$ cat config.mk
export PLATFORM = sky130hd
export DESIGN_NAME = arm_decode_stage
export DESIGN_NICKNAME = d
export VERILOG_FILES = /design/src/rtl/arm_dec_pkg.sv /design/src/rtl/arm_dec_classify.sv /design/src/rtl/arm_decode_stage.sv
export SDC_FILE = /design/constraint.sdc
export NUM_CORES = 1
export LEC_CHECK = 0
export CAP_MARGIN = 20
export CORE_ASPECT_RATIO = 1.75
export CORE_MARGIN = 1
export CORE_UTILIZATION = 52
export CTS_BUF_LIST = sky130_fd_sc_hd__clkbuf_2
export DETAILED_ROUTE_END_ITERATION = 8
export PLACE_DENSITY = 0.86
export SYNTH_ARGS = -nofsm -noshare
export SYNTH_HDL_FRONTEND = slang
export SYNTH_SLANG_ARGS = --single-unit
export TNS_END_PERCENT = 10
$ cat constraint.sdc
create_clock -name clock -period 8.5 [get_ports clock]
set_input_delay 1.7 -clock clock [delete_from_list [all_inputs] [get_ports clock]]
set_output_delay 1.7 -clock clock [all_outputs]
set_load 0.1 [all_outputs]
$ cat src/rtl/arm_dec_pkg.sv
// Shared definitions for the A32 decode stage: instruction class codes and
// fixed field positions within a 32-bit instruction word.
package arm_dec_pkg;

  typedef enum logic [3:0] {
    CLS_DP_IMM   = 4'd0,
    CLS_DP_IMMSH = 4'd1,
    CLS_DP_REGSH = 4'd2,
    CLS_MUL      = 4'd3,
    CLS_XLS      = 4'd4,
    CLS_LS       = 4'd5,
    CLS_LDM      = 4'd6,
    CLS_BR       = 4'd7,
    CLS_CP_SWI   = 4'd8,
    CLS_UNDEF    = 4'd9
  } cls_e;

  localparam int NUM_CLS = 10;

  localparam int COND_HI = 31;
  localparam int COND_LO = 28;
  localparam int BIT_I   = 25;
  localparam int OP_HI   = 27;
  localparam int OP_LO   = 25;
  localparam int BIT4    = 4;
  localparam int BIT7    = 7;

endpackage

$ cat src/rtl/arm_dec_classify.sv
// Combinational A32 instruction-class decoder. Looks only at the opcode bits
// [27:25] and [7:4]; the cond field does not influence the class.
module arm_dec_classify
  import arm_dec_pkg::*;
#(
  parameter int INSTR_W = 32
) (
  input  logic [INSTR_W-1:0] instr,
  output cls_e               cls
);

  logic [2:0] op;
  logic       unused_bits;

  assign op          = instr[OP_HI:OP_LO];
  assign unused_bits = ^{instr[INSTR_W-1:28], instr[24:8], instr[3:0]};

  // Priority order matters: the UNDEF hole must be checked before the LS catch-all.
  always_comb begin
    cls = CLS_CP_SWI;
    if (op[2:1] == 2'b00 && instr[BIT_I]) begin
      cls = CLS_DP_IMM;
    end else if (op[2:1] == 2'b00) begin
      if (!instr[BIT4])                cls = CLS_DP_IMMSH;
      else if (!instr[BIT7])           cls = CLS_DP_REGSH;
      else if (instr[6:5] == 2'b00)    cls = CLS_MUL;
      else                             cls = CLS_XLS;
    end else if (op == 3'b011 && instr[BIT4]) begin
      cls = CLS_UNDEF;
    end else if (op[2:1] == 2'b01) begin
      cls = CLS_LS;
    end else if (op == 3'b100) begin
      cls = CLS_LDM;
    end else if (op == 3'b101) begin
      cls = CLS_BR;
    end else begin
      cls = CLS_CP_SWI;
    end
  end

endmodule

$ cat src/rtl/arm_decode_stage.sv
// Registered A32 decode stage with valid/ready handshake and a one-entry skid.
// Optional per-class statistics counters are enabled by defining DECODE_STATS_EN.
module arm_decode_stage
  import arm_dec_pkg::*;
#(
  parameter int INSTR_W = 32,
  parameter int TAG_W   = 4,
  parameter int CNT_W   = 16
) (
  input  logic               clock,
  input  logic               reset_n,
  input  logic               flush,
  input  logic               in_valid,
  output logic               in_ready,
  input  logic [INSTR_W-1:0] in_instr,
  input  logic [TAG_W-1:0]   in_tag,
  output logic               out_valid,
  input  logic               out_ready,
  output logic [3:0]         out_cls,
  output logic [3:0]         out_cond,
  output logic [INSTR_W-1:0] out_instr,
  output logic [TAG_W-1:0]   out_tag,
  input  logic               stat_clr,
  input  logic [3:0]         stat_sel,
  output logic [CNT_W-1:0]   stat_count
);

  cls_e               in_cls;
  logic               in_xfer;
  logic               load_out;
  logic               skid_valid;
  cls_e               skid_cls;
  logic [INSTR_W-1:0] skid_instr;
  logic [TAG_W-1:0]   skid_tag;
  cls_e               out_cls_q;

  arm_dec_classify #(.INSTR_W(INSTR_W)) u_classify (
    .instr (in_instr),
    .cls   (in_cls)
  );

  assign in_ready = !skid_valid;
  assign in_xfer  = in_valid && in_ready;
  // Output register may take a new entry whenever it is empty or being drained.
  assign load_out = !out_valid || out_ready;

  always_ff @(posedge clock or negedge reset_n) begin
    if (!reset_n) begin
      out_valid  <= 1'b0;
      skid_valid <= 1'b0;
    end else if (flush) begin
      out_valid  <= 1'b0;
      skid_valid <= 1'b0;
    end else begin
      if (load_out) out_valid <= skid_valid || in_xfer;
      skid_valid <= load_out ? 1'b0 : (skid_valid || in_xfer);
    end
  end

  // Output register: skid entry always has priority to keep order.
  always_ff @(posedge clock or negedge reset_n) begin
    if (!reset_n) begin
      out_cls_q <= CLS_DP_IMM;
      out_instr <= '0;
      out_tag   <= '0;
    end else if (load_out) begin
      if (skid_valid) begin
        out_cls_q <= skid_cls;
        out_instr <= skid_instr;
        out_tag   <= skid_tag;
      end else if (in_xfer) begin
        out_cls_q <= in_cls;
        out_instr <= in_instr;
        out_tag   <= in_tag;
      end
    end
  end

  always_ff @(posedge clock) begin
    if (!load_out && in_xfer) begin
      skid_cls   <= in_cls;
      skid_instr <= in_instr;
      skid_tag   <= in_tag;
    end
  end

  assign out_cls  = out_cls_q;
  assign out_cond = out_instr[COND_HI:COND_LO];

`ifdef DECODE_STATS_EN
  logic [CNT_W-1:0] cnt [NUM_CLS];
  logic             count_en;

  assign count_en = in_xfer && !flush;

  // Saturating counters; a clear wins over a same-cycle increment.
  always_ff @(posedge clock or negedge reset_n) begin
    if (!reset_n) begin
      for (int i = 0; i < NUM_CLS; i++) cnt[i] <= '0;
    end else begin
      for (int i = 0; i < NUM_CLS; i++) begin
        if (stat_clr)
          cnt[i] <= '0;
        else if (count_en && 4'(in_cls) == 4'(i) && cnt[i] != '1)
          cnt[i] <= cnt[i] + 1'b1;
      end
    end
  end

  always_comb begin
    stat_count = '0;
    for (int i = 0; i < NUM_CLS; i++) begin
      if (stat_sel == 4'(i)) stat_count = cnt[i];
    end
  end
`else
  logic unused_stat;
  assign unused_stat = ^{stat_clr, stat_sel};
  assign stat_count  = '0;
`endif

endmodule

==> results_dict.tcl, run 1 <==
set metrics [dict create \
    crit_arrival_ns 2.21 \
    synth_area_um2 3410 \
    syn_to_final_growth_pct 27.6 \
    design_area_um2 4350 \
    drtIter0Drc 107 \
    fmax_mhz 256 \
    grt_remaining_overflow 0 \
    clockBufferDepth 2 \
    reg2reg_depth 5 \
    placed_area_um2 4240 \
    postCtsHoldBufs 0 \
    die-area_um2 6900 \
    clkLatencyLatePin_ns 0.52 \
    final_common_cell "clkdlybuf4s50_1" \
    drv_slew 0 \
    worstSetupStartpointType "flop" \
    final_cell_mix "85 x clkdlybuf4s50_1, 41 x dfrtp_1, 40 x nor2_1, 40 x edfxtp_1, 39 x a21oi_1" \
    synth_adder_area_share_pct 1.10 \
    post-cts-setup-buffers 0 \
    rrSetupSlack_ns 6.04 \
    final-setup-viol-count 0 \
    cts-root-buf "clkbuf_2" \
    io_pins 108 \
    wire_per_inst_um 15.2 \
    cap_viol_max_count 0 \
    core_area_um2 6280 \
    fin_worst_skew_ns 0.0236 \
    drc 0 \
    synthXorXnorAreaFrac_pct 0 \
    synth_cells 266 \
    synth_cell_type_count 26 \
    p_leak_nw 1.62 \
    grt_pass1_vias 2243 \
    initial_core_util_pct 54.3 \
    end_kind "primary output" \
    ys_ff_latch 82 \
    antenna_found_initial 1 \
    finalCritPeriodShare_pct 46.0 \
    holdPathStages 2 \
    crit_path_max_fanout 5 \
    nFillCells 497 \
    grt_pass1_wl_um 10600 \
    first_pass_iters 4 \
    die_w_um 63.2 \
    synth_compound_area_share_pct 8.15 \
    synthMuxAreaShare_pct 10.9 \
    vias_per_cell 5.11 \
    postSynthAreaPerCell_um2 12.8 \
    clock-sinks 82 \
    wirelength_um 6600 \
    vias 2218 \
    cts_resized 0 \
    grt_setup_unrepaired "false" \
    htreeDepth 3 \
    ys.flop_type "dfrtp_1" \
    tightest_slew_ns 1.03 \
    die_y_um 109 \
    synth_edf_count 40 \
    period_minus_slack_ns 3.91 \
    finalSetupTns_ns 0 \
    grt_max_degree 57 \
    port_buffers 86 \
    setup_slack_ns 4.59 \
    power_density_nw_per_um2 237 \
    ys_seq_area_share_pct 66.1 \
    ir_drop_mv 0.143 \
    place_ws_ns 4.64 \
    required_ns 6.80 \
    synth-async-reset-ratio_pct 51.2 \
    tritoncts "built" \
    gp_congestion 0.766 \
    hold_path.class "reg -> reg" \
    synth_top_family_by_area "multiplexers" \
    drive_gt1_share_pct 7.08 \
    critPathKind "reg -> out" \
    numCtsBuffers 9 \
    clk_pin_slew_ns 0.18 \
    ant_nets 0 \
    final_cell_count_no_fill 434 \
    nets 397 \
    synth_warnings 0 \
    status "complete, no violations" \
    track_usage_pct 21.1 \
    rows 38 \
    place_inst 417 \
    hold_viol_final 0 \
    slew_headroom_pct 31.3 \
    post-dp-hpwl_um 4500 \
    synth_simple_gate_area_share_pct 6.57 \
]
## path summary, 6_finish.rpt
| check | to | startpoint |
|---|---|---|
| setup / recovery | in_ready | skid_valid |
| hold / removal | out_instr[4] | out_instr[4] |
| setup reg to reg | out_cls[1] | skid_valid |
| hold reg to reg | out_instr[4] | out_instr[4] |
| max in group asynchronous | skid_valid | reset_n |
| min in group asynchronous | out_instr[26] | reset_n |
## cell usage after synthesis (2+ instances only)
| library cell | number | area (um^2) |
|---|---|---|
| dfrtp_1 | 42 | 1050 |
| edfxtp_1 | 40 | 1200 |
| nor2_1 | 40 | 150 |
| a21oi_1 | 39 | 195 |
| mux2i_1 | 37 | 370 |
| buf_4 | 20 | 150 |
| buf_2 | 11 | 55.1 |
| inv_1 | 6 | 22.5 |
| clkbuf_1 | 3 | 11.3 |
| ha_1 | 3 | 37.5 |
| nand2_1 | 3 | 11.3 |
| o21ai_1 | 3 | 15.0 |
| a31o_1 | 2 | 17.5 |
| nand3_1 | 2 | 10.0 |
| nand3b_1 | 2 | 15.0 |
| o21a_1 | 2 | 15.0 |
| o22ai_1 | 2 | 12.5 |
## sequential cells by signal, indices dropped and copies added, names as in the netlist
signal,count
out_cls,4
skid_tag,4
out_instr,32
skid_valid,1
skid_cls,4
out_tag,4
out_valid,1
skid_instr,32
## layout make-up
type / count / area (um^2) / area share [%]
Clock inverter: 4 / 43.8 / 1.01
Tap cell: 80 / 100 / 2.30
Inverter: 7 / 26.3 / 0.604
Sequential cell: 82 / 2250 / 51.8
Timing Repair Buffer: 90 / 886 / 20.4
Multi-Input combinational cell: 158 / 976 / 22.4
Antenna cell: 1 / 2.50 / 0.0576
Clock buffer: 12 / 60.1 / 1.38
## cells by family (layout without fill, tap and decap cells)
| kind of cell | after synthesis | in the layout |
|---|---|---|
| AOI/OAI and AO/OA | 50 | 50 |
| adders and majority gates | 3 | 3 |
| buffers and inverters | 41 | 113 |
| DFF | 82 | 82 |
| muxes | 37 | 37 |
| other | 1 | 17 |
| and+or+nand+nor | 52 | 52 |
## metrics by stage
| step | power, mW | util, % | hold slack [ns] |
|---|---|---|---|
| after floorplan | 0.761 | - | 0.515 |
| after global placement | 0.844 | 67.6 | 0.509 |
| after detailed placement | 0.849 | 67.6 | 0.522 |
| after CTS | 1.04 | 69.2 | 0.562 |
| after global routing | 1.07 | 69.3 | 0.589 |
| final | 1.03 | 69.3 | 0.551 |
## where the power goes
part | switching [mW] | internal (mW)
sequential | 0.0155 | 0.447
clock | 0.120 | 0.0699
combinational | 0.294 | 0.0826
## worst max-delay path, cell delays in order (launching register included)
cell	delay (ns)
dfrtp_2	0.44
inv_2	0.11
clkdlybuf4s50_1	1.15
## per-layer routing
metal / GRT usage [%] / share of wire [%] / wire length, um / vias to the layer above
met3: 4.50 / 4.6 / 306 / 10
li1: - / - / - / 1068
met5: 0 / 0 / 0 / -
met4: 14.0 / 1.9 / 128 / 0
met1: 23.9 / 39 / 2580 / 1056
met2: 35.6 / 54 / 3590 / 84
(Power assumes the default switching activity.)
==> inputs of run 2 (changes only) <==
--- a/config.mk
+++ b/config.mk
@@ -8,10 +8,10 @@
 export CAP_MARGIN = 20
 export CORE_ASPECT_RATIO = 1.75
 export CORE_MARGIN = 1
-export CORE_UTILIZATION = 52
+export CORE_UTILIZATION = 43
 export CTS_BUF_LIST = sky130_fd_sc_hd__clkbuf_2
 export DETAILED_ROUTE_END_ITERATION = 8
-export PLACE_DENSITY = 0.86
+export PLACE_DENSITY = 0.76
 export SYNTH_ARGS = -nofsm -noshare
 export SYNTH_HDL_FRONTEND = slang
 export SYNTH_SLANG_ARGS = --single-unit
==> constraint.sdc (replaced) <==
create_clock -name clock -period 3.2 [get_ports clock]
set_input_delay 0.64 -clock clock [delete_from_list [all_inputs] [get_ports clock]]
set_output_delay 0.64 -clock clock [all_outputs]
set_load 0.1 [all_outputs]
==> run 2 against run 1 <==
Against the previous run:
- flip-flop and latch count unchanged
- count of clock-buffer cells in the layout unchanged
- highest routed layer unchanged
- critical endpoint unchanged
- via count decreased by 1.1%
- first-iteration DRC count increased by 3.7%
- non-clock buffer count increased by 3
==> results_dict.tcl, run 2 (synthesized netlist as in run 1, its figures left out) <==
set metrics [dict create \
    port_buffers 86 \
    largestRegisters "out_instr (32), skid_instr (32)" \
    die-area_um2 8300 \
    cts-root-buf "clkbuf_2" \
    tritoncts "built" \
    period_minus_slack_ns 2.47 \
    final_cell_mix "50 x buf_4, 41 x dfrtp_1, 40 x nor2_1, 40 x edfxtp_1" \
    placed_area_um2 4160 \
    fin_worst_skew_ns 0.0172 \
    ant_nets 0 \
    finalCritPeriodShare_pct 77.3 \
    required_ns 2.56 \
    slew_headroom_pct 53.4 \
    worstSetupStartpointType "flop" \
    grt_pass1_vias 2223 \
    post-dp-hpwl_um 4630 \
    power_density_nw_per_um2 634 \
    gp_congestion 0.739 \
    htreeDepth 3 \
    clk_pin_slew_ns 0.20 \
    nets 400 \
    cap_viol_max_count 0 \
    numCtsBuffers 9 \
    die_y_um 120 \
    setup_slack_ns 0.727 \
    r2r_start "skid_valid" \
    antenna_found_initial 0 \
    ir_drop_mv 0.261 \
    timing.critical_path.cells "inv_2 -> buf_4" \
    tightest_slew_ns 0.699 \
    clkLatencyLatePin_ns 0.53 \
    place_inst 426 \
    crit_buf_inv 2 \
    clock-sinks 82 \
    syn_to_final_growth_pct 26.0 \
    slowest_delay_ns 0.86 \
    die_w_um 69.3 \
    vias 2193 \
    design_area_um2 4300 \
    p_leak_nw 1.67 \
    finalSetupTns_ns 0 \
    grt_pass1_wl_um 11100 \
    final_cell_count_no_fill 444 \
    drive_gt1_share_pct 20.2 \
    first_pass_iters 4 \
    initial_core_util_pct 44.7 \
    vias_per_cell 4.94 \
    drv_slew 0 \
    critPathKind "reg -> out" \
    clockBufferDepth 2 \
    track_usage_pct 17.7 \
    grt_setup_unrepaired "false" \
    end_kind "primary output" \
    final_common_cell "buf_4" \
    hold_path.class "in -> async" \
    startpoint "skid_valid" \
    whs_ns 0.558 \
    fmax_mhz 404 \
    place_ws_ns 0.727 \
    hold_viol_final 0 \
    drc 0 \
    rows 42 \
    wire_per_inst_um 15.5 \
    grt_remaining_overflow 0 \
    core_area_um2 7620 \
    nFillCells 646 \
    drtIter0Drc 111 \
    io_pins 108 \
    crit_family "flip-flops" \
    crit_path_max_fanout 23 \
    total_power_mw 2.72 \
    fin_util_pct 56.4 \
    status "complete, no violations" \
    crit_arrival_ns 1.83 \
    antenna_cells 0 \
    final-setup-viol-count 0 \
    cp_slowest_cell "dfrtp_2" \
    wirelength_um 6890 \
    cts_resized 0 \
    grt_max_degree 43 \
]
run 2: cell type report:
type	instances	area, um^2	share of cell area, %
repair buffers	93	821	19.1
well taps	88	110	2.56
clock buffers	12	60.1	1.40
inverters	7	26.3	0.612
clock inverters	4	42.5	0.990
multi-input cells	158	982	22.9
flip-flops and latches	82	2250	52.5
run 2: worst register-to-register path, cell delays in order (launching register included):
cell	delay (ns)
dfrtp_2	0.86
o21a_2	0.50
buf_4	0.35
nor2_1	0.07
a21oi_1	0.13
run 2: what timing repair did:
item,CTS,global route
hold buffers,0,1
hold endpoints to repair,0,17
buffers inserted,0,0
run 2: routing by layer:
layer | track usage, % | routed length [um]
met5 | 0 | 0
met4 | 8.80 | 128
met3 | 4.45 | 272
met2 | 30.1 | 3790
met1 | 20.5 | 2700
run 2: final timing paths:
| kind | slack (ns) | cells after the start | end |
|---|---|---|---|
| setup / recovery | 0.73 | 2 | in_ready |
| max in group asynchronous | 2.13 | 3 | out_instr[4] |
| hold / removal | 0.56 | 2 | out_instr[18] |
| hold reg to reg | 0.56 | 2 | out_instr[22] |
| min in group clock | 0.56 | 2 | out_instr[22] |
| setup reg to reg | 1.25 | 4 | out_instr[8] |
run 2: power by group:
part / switching [mW] / internal (mW) / total, mW
logic: 0.777 / 0.200 / 0.977
clock network: 0.327 / 0.184 / 0.511
registers: 0.0479 / 1.19 / 1.24
total: 1.15 / 1.57 / 2.72
==> inputs of run 3 (changes only) <==
==> constraint.sdc (replaced) <==
create_clock -name clock -period 2.05 [get_ports clock]
set_input_delay 0.41 -clock clock [delete_from_list [all_inputs] [get_ports clock]]
set_output_delay 0.41 -clock clock [all_outputs]
set_load 0.1 [all_outputs]
==> run 3 against run 2 <==
Against the previous run:
- first-iteration DRC count increased by 43%
- cell area increased by 2.7%
- highest routed layer unchanged
- critical endpoint unchanged
- non-clock buffer count increased by 8
- cell count increased by 2.0%
- via count increased by 3.0%
- register-to-register slack got worse by 0.72 ns
- largest power group unchanged
- routed wire length decreased by 0.30%
- count of clock-buffer cells in the layout decreased by 2
- clock power increased by 82%
==> results_dict.tcl, run 3 (synthesized netlist as in run 1, its figures left out) <==
set metrics [dict create \
    cp_slowest_cell "dfrtp_4" \
    slowest_delay_ns 0.55 \
    ir_drop_mv 0.472 \
    p_seq_share_pct 43.7 \
    wirelength_um 6870 \
    place_inst 433 \
    power_density_nw_per_um2 998 \
    fin_util_pct 57.9 \
    critPathKind "reg -> out" \
    grt_max_degree 43 \
    vias_per_cell 4.98 \
    design_area_um2 4410 \
    required_ns 1.64 \
    core_area_um2 7620 \
    port_buffers 86 \
    final_cell_mix "57 x buf_4, 40 x nor2_1, 40 x dfrtp_1, 40 x edfxtp_1" \
    crit_arrival_ns 1.42 \
    switching_share_pct 41.4 \
    drc 0 \
    nets 408 \
    startpoint "skid_valid" \
    final-setup-viol-count 0 \
    clock-sinks 82 \
    clockBufferDepth 2 \
    grt_setup_unrepaired "false" \
    cap_viol_max_count 0 \
    initial_core_util_pct 44.7 \
    htreeDepth 3 \
    hold_path.class "in -> reg" \
    die_y_um 120 \
    first_pass_iters 4 \
    grt_pass1_wl_um 11100 \
    hold_viol_final 0 \
    die_w_um 69.3 \
    r2r_start "skid_valid" \
    finalCritPeriodShare_pct 89.5 \
    io_pins 108 \
    ant_nets 0 \
    status "complete, no violations" \
    gp_congestion 0.775 \
    drtIter0Drc 159 \
    drv_slew 0 \
    p_leak_nw 1.73 \
    post-dp-hpwl_um 4760 \
    end_kind "primary output" \
    timing.critical_path.cells "inv_2 -> buf_12" \
    wire_per_inst_um 15.2 \
    place_ws_ns 0.155 \
    vias 2258 \
    antenna_found_initial 1 \
    slew_headroom_pct 61.9 \
    clk_pin_slew_ns 0.20 \
    numCtsBuffers 9 \
    worstSetupStartpointType "flop" \
    placed_area_um2 4250 \
    drive_gt1_share_pct 22.5 \
    p_int_mw 2.58 \
    final_common_cell "buf_4" \
    fin_worst_skew_ns 0.0132 \
    fmax_mhz 545 \
    power.switching_mw 1.82 \
    grt_pass1_vias 2189 \
    p_clk_share_pct 21.2 \
    cts-root-buf "clkbuf_2" \
    period_minus_slack_ns 1.83 \
    die-area_um2 8300 \
    power_frac_comb_pct 35.2 \
    clkLatencyLatePin_ns 0.54 \
    tritoncts "built" \
    rows 42 \
    tightest_slew_ns 0.572 \
    min_from "flush" \
    largestRegisters "out_instr (32), skid_instr (32)" \
    track_usage_pct 17.7 \
    syn_to_final_growth_pct 29.5 \
    setup_slack_ns 0.215 \
    final_cell_count_no_fill 453 \
    grt_remaining_overflow 0 \
    crit_path_max_fanout 6 \
]
run 3: critical path: cells and delay by family (launching register included):
family                 cells  cell delay, ns
DFF                        1            0.55
buffers and inverters      2            0.34
run 3: power groups by stage:
stage / registers (mW) / logic [mW] / clock network, mW
after floorplan: 2.72 / 0.436 / 0
after global placement: 1.96 / 1.54 / 0
after detailed placement: 1.96 / 1.55 / 0
after CTS: 1.93 / 1.55 / 0.960
after global routing: 1.94 / 1.60 / 1.03
final: 1.92 / 1.55 / 0.932
run 3: through the flow:
step	hold slack [ns]	power (mW)	TNS [ns]
after floorplan	0.114	3.16	-6.95
after global placement	0.509	3.50	0
after detailed placement	0.521	3.51	0
after CTS	0.367	4.44	0
after global routing	0.367	4.57	0
final	0.412	4.40	0
run 3: final cells by class:
| cell class | count | area, um^2 |
|---|---|---|
| Antenna cell | 1 | 2.50 |
| Clock buffer | 10 | 50.0 |
| Clock inverter | 6 | 81.3 |
| Fill cell | 626 | 3210 |
| Inverter | 7 | 26.3 |
| Multi-Input combinational cell | 158 | 990 |
| Sequential cell | 82 | 2260 |
| Tap cell | 88 | 110 |
| Timing Repair Buffer | 101 | 893 |
run 3: routing by layer:
layer  global-route usage (%)  vias to the layer above  routed length, um  share of wire [%]
met3                     3.44                       12                264                3.8
met4                     11.2                        0                226                3.3
met1                     21.9                     1080               2840                 41
met2                     28.2                       74               3540                 51
met5                        0                        -                  0                  0
li1                         -                     1092                  -                  -
run 3: final timing paths:
check / endpoint / slack, ns / cells past startpoint
hold reg to reg: out_instr[7] / 0.55 / 2
setup / recovery: in_ready / 0.22 / 2
setup reg to reg: skid_instr[22] / 0.53 / 3
min in group asynchronous: out_instr[31] / 0.46 / 3
hold / removal: out_valid / 0.41 / 2
max in group asynchronous: skid_valid / 1.13 / 3
run 3: repair_timing:
action                                 4_1_cts  5_1_grt
gates resized for setup                      1        0
setup buffers                                0        2
pin swaps                                    0        0
hold buffers                                 1        0
endpoints found under the hold margin       42        0
setup endpoints to repair                    1        1
